<file path="src/rtl/div_controller_pkg.sv">
// div_controller_pkg: shared op encodings, FSM states and special-case constants
// for the M-extension divide sequencer.
package div_controller_pkg;

    localparam logic [1:0] OP_DIV  = 2'b00;
    localparam logic [1:0] OP_DIVU = 2'b01;
    localparam logic [1:0] OP_REM  = 2'b10;
    localparam logic [1:0] OP_REMU = 2'b11;

    localparam logic [31:0] DIV_ZERO_QUO = 32'hFFFF_FFFF;
    localparam logic [31:0] INT_MIN      = 32'h8000_0000;
    localparam logic [31:0] NEG_ONE      = 32'hFFFF_FFFF;

    typedef enum logic [2:0] {
        ST_IDLE,
        ST_ISSUE,
        ST_WAIT,
        ST_RESP,
        ST_DRAIN
    } state_t;

    // REM/REMU return the remainder; DIV/DIVU return the quotient.
    function automatic logic op_is_rem(input logic [1:0] op);
        return op[1];
    endfunction

    // DIVU/REMU are the unsigned forms.
    function automatic logic op_is_unsigned(input logic [1:0] op);
        return op[0];
    endfunction

endpackage

</file>
<file path="src/rtl/div_controller_special_case.sv">
// div_special_case: combinational detector for divide-by-zero and signed
// overflow; yields the architectural result without involving the divider.
module div_special_case
    import div_controller_pkg::*;
(
    input  logic [1:0]  op,
    input  logic [31:0] rs1,
    input  logic [31:0] rs2,
    output logic        hit,
    output logic [31:0] result
);

    logic [31:0] quo;
    logic [31:0] rem;

    // Detect the two cases the divider is never asked to handle.
    always_comb begin
        hit = 1'b0;
        quo = '0;
        rem = '0;
        if (rs2 == '0) begin
            hit = 1'b1;
            quo = DIV_ZERO_QUO;
            rem = rs1;
        end else if (!op_is_unsigned(op) && rs1 == INT_MIN && rs2 == NEG_ONE) begin
            hit = 1'b1;
            quo = INT_MIN;
            rem = '0;
        end
        result = op_is_rem(op) ? rem : quo;
    end

endmodule

</file>
<file path="src/rtl/div_controller.sv">
// div_controller: sequences the multi-cycle divider for DIV/DIVU/REM/REMU,
// resolves special cases locally, holds operands stable and handles flush.
// Optional result cache enabled by defining DIV_RESULT_CACHE_EN.
module div_controller
    import div_controller_pkg::*;
#(
    parameter int unsigned TAG_W       = 5,
    parameter int unsigned RESET_DRAIN = 40
) (
    input  logic             clk,
    input  logic             reset,
    input  logic             req_valid,
    output logic             req_ready,
    input  logic [1:0]       req_op,
    input  logic [31:0]      req_rs1,
    input  logic [31:0]      req_rs2,
    input  logic [TAG_W-1:0] req_tag,
    input  logic             flush,
    output logic             busy,
    output logic             resp_valid,
    output logic [31:0]      resp_data,
    output logic [TAG_W-1:0] resp_tag,
    output logic             div_start,
    output logic [31:0]      div_dividend,
    output logic [31:0]      div_divisor,
    output logic             div_is_unsigned,
    input  logic             div_done,
    input  logic [31:0]      div_val,
    input  logic [31:0]      div_rem
);

    localparam int unsigned CNT_W = $clog2(RESET_DRAIN + 2);

    state_t             state_q,    state_d;
    logic [CNT_W-1:0]   drain_q,    drain_d;
    logic [1:0]         op_q,       op_d;
    logic [TAG_W-1:0]   resp_tag_q, resp_tag_d;
    logic [31:0]        resp_data_q, resp_data_d;
    logic [31:0]        dividend_q, dividend_d;
    logic [31:0]        divisor_q,  divisor_d;
    logic               uns_q,      uns_d;

    logic               accept;
    logic               sc_hit;
    logic [31:0]        sc_result;

`ifdef DIV_RESULT_CACHE_EN
    logic               cache_valid_q, cache_valid_d;
    logic [31:0]        cache_rs1_q,   cache_rs1_d;
    logic [31:0]        cache_rs2_q,   cache_rs2_d;
    logic               cache_uns_q,   cache_uns_d;
    logic [31:0]        cache_quo_q,   cache_quo_d;
    logic [31:0]        cache_rem_q,   cache_rem_d;
    logic               cache_hit;
`endif

    div_special_case u_special (
        .op     (req_op),
        .rs1    (req_rs1),
        .rs2    (req_rs2),
        .hit    (sc_hit),
        .result (sc_result)
    );

    assign req_ready       = (state_q == ST_IDLE) && (drain_q == '0);
    assign busy            = (state_q != ST_IDLE);
    // Flush in RESP kills the strobe in the same cycle.
    assign resp_valid      = (state_q == ST_RESP) && !flush;
    assign resp_data       = resp_data_q;
    assign resp_tag        = resp_tag_q;
    assign div_start       = (state_q == ST_ISSUE);
    assign div_dividend    = dividend_q;
    assign div_divisor     = divisor_q;
    assign div_is_unsigned = uns_q;

    // Flush wins over a same-cycle accept.
    assign accept = req_valid && req_ready && !flush;

`ifdef DIV_RESULT_CACHE_EN
    // Match on operands and signedness; quotient and remainder share an entry.
    assign cache_hit = cache_valid_q && (cache_rs1_q == req_rs1) && (cache_rs2_q == req_rs2)
                     && (cache_uns_q == op_is_unsigned(req_op));
`endif

    // Next-state, operand capture and result selection.
    always_comb begin
        state_d     = state_q;
        drain_d     = (drain_q != '0) ? drain_q - CNT_W'(1) : drain_q;
        op_d        = op_q;
        resp_tag_d  = resp_tag_q;
        resp_data_d = resp_data_q;
        dividend_d  = dividend_q;
        divisor_d   = divisor_q;
        uns_d       = uns_q;
`ifdef DIV_RESULT_CACHE_EN
        cache_valid_d = cache_valid_q;
        cache_rs1_d   = cache_rs1_q;
        cache_rs2_d   = cache_rs2_q;
        cache_uns_d   = cache_uns_q;
        cache_quo_d   = cache_quo_q;
        cache_rem_d   = cache_rem_q;
`endif
        unique case (state_q)
            ST_IDLE: begin
                if (accept) begin
                    op_d       = req_op;
                    resp_tag_d = req_tag;
                    dividend_d = req_rs1;
                    divisor_d  = req_rs2;
                    uns_d      = op_is_unsigned(req_op);
                    if (sc_hit) begin
                        resp_data_d = sc_result;
                        state_d     = ST_RESP;
`ifdef DIV_RESULT_CACHE_EN
                    end else if (cache_hit) begin
                        resp_data_d = op_is_rem(req_op) ? cache_rem_q : cache_quo_q;
                        state_d     = ST_RESP;
`endif
                    end else begin
                        state_d = ST_ISSUE;
                    end
                end
            end
            ST_ISSUE: begin
                // The start pulse is already out, so a flush must still drain it.
                state_d = flush ? ST_DRAIN : ST_WAIT;
`ifdef DIV_RESULT_CACHE_EN
                if (flush) cache_valid_d = 1'b0;
`endif
            end
            ST_WAIT: begin
                if (flush) begin
                    state_d = div_done ? ST_IDLE : ST_DRAIN;
`ifdef DIV_RESULT_CACHE_EN
                    cache_valid_d = 1'b0;
`endif
                end else if (div_done) begin
                    resp_data_d = op_is_rem(op_q) ? div_rem : div_val;
                    state_d     = ST_RESP;
`ifdef DIV_RESULT_CACHE_EN
                    cache_valid_d = 1'b1;
                    cache_rs1_d   = dividend_q;
                    cache_rs2_d   = divisor_q;
                    cache_uns_d   = uns_q;
                    cache_quo_d   = div_val;
                    cache_rem_d   = div_rem;
`endif
                end
            end
            ST_RESP: begin
                state_d = ST_IDLE;
`ifdef DIV_RESULT_CACHE_EN
                if (flush) cache_valid_d = 1'b0;
`endif
            end
            ST_DRAIN: begin
`ifdef DIV_RESULT_CACHE_EN
                cache_valid_d = 1'b0;
`endif
                if (div_done) state_d = ST_IDLE;
            end
            default: state_d = ST_IDLE;
        endcase
    end

    // State and datapath registers with synchronous reset.
    always_ff @(posedge clk) begin
        if (reset) begin
            state_q     <= ST_IDLE;
            drain_q     <= CNT_W'(RESET_DRAIN);
            op_q        <= '0;
            resp_tag_q  <= '0;
            resp_data_q <= '0;
            dividend_q  <= '0;
            divisor_q   <= '0;
            uns_q       <= 1'b0;
`ifdef DIV_RESULT_CACHE_EN
            cache_valid_q <= 1'b0;
            cache_rs1_q   <= '0;
            cache_rs2_q   <= '0;
            cache_uns_q   <= 1'b0;
            cache_quo_q   <= '0;
            cache_rem_q   <= '0;
`endif
        end else begin
            state_q     <= state_d;
            drain_q     <= drain_d;
            op_q        <= op_d;
            resp_tag_q  <= resp_tag_d;
            resp_data_q <= resp_data_d;
            dividend_q  <= dividend_d;
            divisor_q   <= divisor_d;
            uns_q       <= uns_d;
`ifdef DIV_RESULT_CACHE_EN
            cache_valid_q <= cache_valid_d;
            cache_rs1_q   <= cache_rs1_d;
            cache_rs2_q   <= cache_rs2_d;
            cache_uns_q   <= cache_uns_d;
            cache_quo_q   <= cache_quo_d;
            cache_rem_q   <= cache_rem_d;
`endif
        end
    end

endmodule

</file>
<file path="config.mk">
export PLATFORM = sky130hd
export DESIGN_NAME = div_controller
export DESIGN_NICKNAME = d
export VERILOG_FILES = /design/src/rtl/div_controller_pkg.sv /design/src/rtl/div_controller_special_case.sv /design/src/rtl/div_controller.sv
export SDC_FILE = /design/constraint.sdc
export NUM_CORES = 1
export LEC_CHECK = 0
export CELL_PAD_IN_SITES_DETAIL_PLACEMENT = 0
export CELL_PAD_IN_SITES_GLOBAL_PLACEMENT = 2
export CORE_UTILIZATION = 21
export DETAILED_ROUTE_END_ITERATION = 8
export HOLD_SLACK_MARGIN = 0.03
export PLACE_DENSITY_LB_ADDON = 0.1
export SLEW_MARGIN = 10
export SYNTH_ARGS = -nofsm -noshare
export SYNTH_HDL_FRONTEND = slang
export SYNTH_SLANG_ARGS = --single-unit
</file>
<file path="constraint.sdc">
create_clock -name clk -period 2.4 [get_ports clk]
set_clock_uncertainty 0.2 [all_clocks]
set_input_delay 0.36 -clock clk [delete_from_list [all_inputs] [get_ports clk]]
set_output_delay 0.36 -clock clk [all_outputs]
set_load 0.02 [all_outputs]
</file>
==> results of run 1 <==
[flip-flops by register name, summed over array words and instances, names as in the netlist]
name,count
op_q,2
state_q,3
resp_data,32
div_divisor,32
resp_tag,5
drain_q,6
div_dividend,32
[synthesized netlist by cell type, types with 3 or more instances]
master	n	share of area, %
nor3_1	39	3.6
buf_12	3	1.1
nand4_1	9	1.0
buf_6	4	0.82
nand2_1	145	10
clkbuf_1	50	3.4
a311oi_2	30	8.2
xnor2_1	4	0.64
nor4_1	13	1.5
nand3b_1	5	0.69
a211o_1	32	5.1
inv_1	36	2.5
buf_2	5	0.46
dfxtp_1	112	41
a21oi_1	74	6.8
nand4b_1	3	0.48
nor2_1	7	0.48
nand2b_1	31	3.5
o211ai_1	31	4.3
[worst max path at each step]
stage               slack (ns)                    endpoint         from  cells after the start
floorplan              -0.0006  resp_data[10]$_SDFFE_PP0P_  req_rs1[13]                      8
global placement         -0.91   resp_data[7]$_SDFFE_PP0P_  req_rs1[29]                      9
detailed placement       -0.89   resp_data[6]$_SDFFE_PP0P_  req_rs1[30]                      9
CTS                      -0.05   resp_data[6]$_SDFFE_PP0P_  req_rs2[25]                     10
global route             -0.11  resp_data[21]$_SDFFE_PP0P_  req_rs1[30]                     11
finish                    0.01  resp_data[21]$_SDFFE_PP0P_  req_rs2[22]                     10
[worst register-to-register path: stages (launching register included)]
cell and delay (ns):
dfxtp_1 0.35, nor3_1 0.29, and3b_1 0.27, nand4b_1 0.10
buf_4 0.18, nor3_4 0.22, buf_6 0.13, buf_6 0.12
buf_16 0.14, nor3_2 0.05, a311oi_2 0.19
[logic make-up (layout without fill, tap and decap cells)]
family / Yosys count / count (layout) / synth area share (%)
AND/OR/NAND/NOR: 269 / 269 / 23.8
AO/OA/AOI/OAI: 175 / 175 / 25.5
flip-flops: 112 / 112 / 41.0
buffers and inverters: 98 / 393 / 8.28
XOR/XNOR: 5 / 5 / 0.801
adder cells (fa/ha/maj): 2 / 2 / 0.457
multiplexers: 1 / 1 / 0.206
[repair_timing]
action	CTS	global route
cloned	4	1
setup buffers	7	2
pin swaps	49	16
hold buffers	1	0
endpoints found under the setup margin	35	37
endpoints found under the hold margin	1	0
resized for setup	86	39
[layout make-up]
type                            count  area (um2)
Timing Repair Buffer              342        3380
Tap cell                          330         413
Clock buffer                        9         225
Sequential cell                   112        2240
Multi-Input combinational cell    452        3020
Fill cell                        2547       15800
Clock inverter                      6        53.8
Inverter                           36         135
[stage by stage]
stage	std cells	worst slack, ns
2_1_floorplan	662	-0.000556
3_5_place_dp	1259	-0.894
3_3_place_gp	1259	-0.905
4_1_cts	1285	-0.0544
6_report	1287	0.0144
5_1_grt	1287	-0.108
[metal layers]
layer	wire (um)	part of all wire, %
met1	10800	47
met2	10700	46
met3	1400	6.1
met4	219	0.95
met5	0	0
[power by group through the flow]
stage	registers, mW	clock network [mW]	logic, mW
6_report	1.90	1.49	0.524
5_1_grt	1.90	1.62	0.565
4_1_cts	1.90	1.56	0.525
3_5_place_dp	1.94	0	0.527
3_3_place_gp	1.94	0	0.522
2_1_floorplan	1.94	0	0.128
[cell usage in the layout, fill, tap and decap left out, drive strengths merged, types with 2 or more instances in the layout]
cell type	netlist	layout
ha	2	2
inv	36	38
nand4b	3	3
buf	12	100
clkdlybuf4s50	0	212
or4b	2	2
clkdlybuf4s15	0	9
or2	2	2
dfxtp	112	112
xnor2	4	4
nand2	145	145
o21ai	3	3
and3b	2	2
nand3b	5	5
a211o	32	32
a311oi	32	32
nor3	40	40
o211ai	31	31
clkbuf	50	18
a21oi	74	74
nand2b	31	31
clkinv	0	3
or4	2	2
nor2	7	7
dlymetal6s2s	0	3
nand3	2	2
nor3b	2	2
nor4	13	13
nand4	9	9
dlygate4sd2	0	8
==> out/results.tsv, run 1 <==
metric	value	unit
outcome	completed	
hold_ws	0.112	ns
grt_use_met2	27.5	%
power_density	413	mW/mm2
yosysUniqueCellTypes	39	
finalMaxSlewViolations	0	
syn_nets	804	
h-tree-depth	3	
routed_via_density	4.50	
fmax	419	MHz
peakVddDrop	0.283	mV
worst-endpoint-arrival	2.44	ns
final_util	37.4	%
hold_viol	0	
cp_slowest_cell	clkdlybuf4s50_1	
drtIter0Drc	274	
numPortBuffers	245	
final_antenna_net_count	0	
clk_root_buffer_cell	clkbuf_16	
fin_area	0.00948	mm2
drive_gt1_share	20.2	%
avgSynthCellArea	8.26	um2
synthFlopType	dfxtp_1	
synth-seq-cells	112	
grt_busiest_layer	met2	
crit_chain	clkdlybuf4s50_1, nand4_1, nor4_4, nand4_1, nor3_4, buf_6, buf_6, buf_16, nor3_2, a311oi_2	
critPathCaptureType	register	
fin_crit_sh	99.4	%
initial_utilization	21.6	%
insertion_delay	0.35	ns
clk_path_buf_depth	2	
min_from	req_rs2[25]	
crit-reg2reg-launch	drain_q[2]$_SDFFE_PP0P_	
grt_pass1_wl	34600	um
power_switching	0.996	mW
cts.sinks	112	
async_flop_share	0	%
path_delay_family	simple AND/OR/NAND/NOR gates	
path_buf_inv	4	
cpPeakStageDelay	0.49	ns
pwr-share-clk	38.1	%
grt_max_degree	45	
setup_violations	0	
antenna_cells	0	
period_minus_slack	2.39	ns
place_hpwl	17200	um
whs_path_depth	3	
rows	58	
synth_edf_count	0	
routedWlPerCell	18.0	um
crit_fanout	8	
gp_congestion	0.835	
r2r-end	resp_data[21]$_SDFFE_PP0P_	
io_pins	246	
synth_cells	662	
overflow	0	
clkTransAtPathRegs	0.08	ns
path_class	primary input to register	
seq_power_share	48.5	%
die-area	0.0267	mm2
fin_tns_setup	0	ns
worstRegToRegCells	10	
vias	5794	
rsz0062_at_grt	yes	
cap_viol_max_count	0	
grt_pass1_vias	5893	
syn_to_final_growth	73.3	%
yosysSeqAreaShare	41.0	%
dpl-instance-area	0.00879	mm2
p_comb_share	13.4	%
hp-class	primary input to register	
drc	0	
wl	23100	um
antenna_found_initial	0	
firstDrtPassIters	4	
cellLeakagePower	3.30	nW
cts_buffers	9	
synth_area	0.00547	mm2
use_met1	22.9	%
grt_use_met3	3.66	%
cts_tree	done	
p_total	3.91	mW
hold_end	div_divisor[25]$_SDFFE_PP0P_	
rrSetupSlack	0.07	ns
intPower	2.91	mW
max_slew.worst_pin.slew	0.663	ns
die_h	163	um
worstPathRequired	2.46	ns
grt.total_usage	17.1	%
core	0.0253	mm2
swShare	25.5	%
yosysWarnings	0	
startpoint_type	primary input	
fin_nets	1095	
chipWidth	163	um
slew_headroom	55.8	%
No activity file was read; power rests on OpenSTA's default activity.
==> run 2, diff against run 1 <==
--- a/config.mk
+++ b/config.mk
@@ -7,7 +7,7 @@
 export LEC_CHECK = 0
 export CELL_PAD_IN_SITES_DETAIL_PLACEMENT = 0
 export CELL_PAD_IN_SITES_GLOBAL_PLACEMENT = 2
-export CORE_UTILIZATION = 21
+export CORE_UTILIZATION = 25
 export DETAILED_ROUTE_END_ITERATION = 8
 export HOLD_SLACK_MARGIN = 0.03
 export PLACE_DENSITY_LB_ADDON = 0.1
==> constraint.sdc (replaced) <==
create_clock -name clk -period 2.95 [get_ports clk]
set_clock_uncertainty 0.2 [all_clocks]
set_input_delay 0.4425 -clock clk [delete_from_list [all_inputs] [get_ports clk]]
set_output_delay 0.4425 -clock clk [all_outputs]
set_load 0.02 [all_outputs]
==> run 2 against run 1 <==
First-iteration DRC count down 35%. Via count down 2.6%. Sequential share of layout area up 2.0 points. Flip-flop and latch count unchanged. Critical path depth unchanged. Cell area down 7.9%. Sequential power down 19%. Critical path type unchanged. Clock power down 14%. Largest power group unchanged. Final cell count down 8.2%.
==> out/results.tsv, run 2 (synthesized netlist as in run 1, its figures left out) <==
metric	value	unit	change
vias	5641		was 5794
min_from	div_divisor[16]$_SDFFE_PP0P_		was req_rs2[25]
seq_area	0.00224	mm2	unchanged
hp-class	register to register		was primary input to register
fin_crit_sh	96.2	%	
outcome	completed		unchanged
numPortBuffers	245		unchanged
worst-endpoint-arrival	2.89	ns	was 2.44 ns
crit-reg2reg-launch	drain_q[2]$_SDFFE_PP0P_		unchanged
firstDrtPassIters	4		unchanged
cts.sinks	112		unchanged
drive_gt1_share	11.1	%	was 20.2%
wl_met1	9410	um	was 10800 um
io_pins	246		unchanged
grt_pass1_wl	30900	um	was 34600 um
multi_input_area	0.00279	mm2	was 0.00302 mm2
chipWidth	150	um	was 163 um
antenna_cells	0		unchanged
fmax	353	MHz	
startpoint_type	primary input		unchanged
max_slew.worst_pin.slew	0.898	ns	was 0.663 ns
dpl-instance-area	0.00838	mm2	was 0.00879 mm2
setup_violations	0		unchanged
worstPathRequired	3.01	ns	was 2.46 ns
clkTransAtPathRegs	0.08	ns	about the same
power_switching	0.774	mW	was 0.996 mW
dr_wl_met2	9620	um	was 10700 um
overflow	0		unchanged
final_cell_mix	244 x clkdlybuf4s50_1, 145 x nand2_1, 111 x dfxtp_1, 74 x a21oi_1		was 212 x clkdlybuf4s50_1, 145 x nand2_1, 111 x dfxtp_1, 76 x buf_4, 74 x a21oi_1
wl	20800	um	was 23100 um
cts_buffers	9		unchanged
clk_path_buf_depth	2		unchanged
antenna_found_initial	0		unchanged
crit_fanout	16		was 8
routed.top_layer	met4		unchanged
period_minus_slack	2.84	ns	
hold_viol	0		unchanged
grt.total_usage	18.0	%	was 17.1%
peakVddDrop	0.257	mV	was 0.283 mV
fill_cells	2176		was 2547
cellLeakagePower	2.86	nW	was 3.30 nW
die-area	0.0225	mm2	was 0.0267 mm2
path_class	primary input to register		unchanged
critPathCaptureType	register		unchanged
insertion_delay	0.34	ns	was 0.35 ns
p_comb_share	12.1	%	was 13.4%
slew_headroom	40.1	%	was 55.8%
pwr-share-clk	39.8	%	was 38.1%
fin_nets	1045		was 1095
finalMaxSlewViolations	0		unchanged
routedWlPerCell	17.6	um	was 18.0 um
final_util	41.1	%	was 37.4%
swShare	24.1	%	was 25.5%
final_common_cell	clkdlybuf4s50_1		unchanged
place_hpwl	15500	um	was 17200 um
intPower	2.43	mW	was 2.91 mW
cap_viol_max_count	0		unchanged
drtIter0Drc	178		was 274
drc	0		unchanged
routed_via_density	4.77		was 4.50
fin_area	0.00873	mm2	was 0.00948 mm2
die_h	150	um	was 163 um
fin_tns_setup	0	ns	unchanged
core	0.0212	mm2	was 0.0253 mm2
grt_max_degree	73		was 45
crit_path_start	req_rs1[3]		was req_rs2[22]
wl_met3	1540	um	was 1400 um
clk_root_buffer_cell	clkbuf_16		unchanged
power_density	367	mW/mm2	was 413 mW/mm2
h-tree-depth	3		unchanged
seq_power_share	48.1	%	was 48.5%
final_antenna_net_count	0		unchanged
grt_pass1_vias	5517		was 5893
syn_to_final_growth	59.6	%	was 73.3%
cts_tree	done		unchanged
gp_congestion	0.812		was 0.835
rows	53		was 58
initial_utilization	25.8	%	was 21.6%
-- run 2: changes by cell type in the layout (fill, tap and decap cells not counted), sizes merged --
cell,before,now
buf,100,47
bufinv,0,1
clkbuf,18,10
clkdlybuf4s15,9,0
clkdlybuf4s50,212,244
clkinv,3,1
clkinvlp,1,0
dlygate4sd2,8,0
dlygate4sd3,1,0
dlymetal6s2s,3,0
inv,38,40
-- run 2: metal layers --
metal	vias up	global-route usage [%]
met5	-	0
met4	0	4.49
met3	12	4.60
met2	172	29.5
met1	2637	23.3
li1	2820	-
-- run 2: worst paths after layout --
| path | endpoint | slack (ns) | depth (start not counted) |
|---|---|---|---|
| hold reg to reg | div_divisor[16]$_SDFFE_PP0P_ | 0.26 | 2 |
| setup reg to reg | resp_data[4]$_SDFFE_PP0P_ | 0.27 | 8 |
| hold / removal | div_divisor[16]$_SDFFE_PP0P_ | 0.26 | 2 |
| setup / recovery | resp_data[4]$_SDFFE_PP0P_ | 0.11 | 10 |
-- run 2: per-stage QoR --
stage / worst slack, ns / std cells / total power, mW / hold WS (ns)
after floorplan: 0.411 / 662 / 1.68 / 0.252
after CTS: 0.0400 / 1179 / 3.26 / 0.257
after global routing: -0.00475 / 1182 / 3.35 / 0.276
after detailed placement: -0.396 / 1164 / 1.97 / 0.248
after global placement: -0.417 / 1164 / 1.96 / 0.242
final: 0.113 / 1182 / 3.21 / 0.255
-- run 2: critical path, stage by stage --
cell and delay [ns]:
clkdlybuf4s50_1 0.41, or4_1 0.57, nor4_2 0.33, buf_4 0.15, nand4_1 0.15, nor3_4 0.20
buf_4 0.16, clkbuf_16 0.17, nor3_1 0.06, a311oi_2 0.23
-- run 2: power by group through the flow --
stage               sequential [mW]  combinational [mW]  clock [mW]
floorplan                      1.58               0.104           0
global placement               1.58               0.384           0
detailed placement             1.58               0.389           0
CTS                            1.54               0.392        1.32
global route                   1.55               0.418        1.39
finish                         1.54               0.388        1.28
-- run 2: final cells by class --
type / count / share of cell area [%]
multi-input cells: 452 / 31.9
clock buffers: 9 / 2.58
inverters: 36 / 1.55
clock inverters: 6 / 0.846
well taps: 275 / 3.94
flip-flops and latches: 112 / 25.7
repair buffers: 292 / 33.4
-- run 2: timing repair --
| item | CTS | global route |
|---|---|---|
| resized for setup | 2 | 1 |
| setup buffers | 0 | 2 |
| pin swaps | 0 | 3 |
| gates cloned | 0 | 1 |
| hold buffers | 0 | 0 |
| setup endpoints to repair | 1 | 30 |
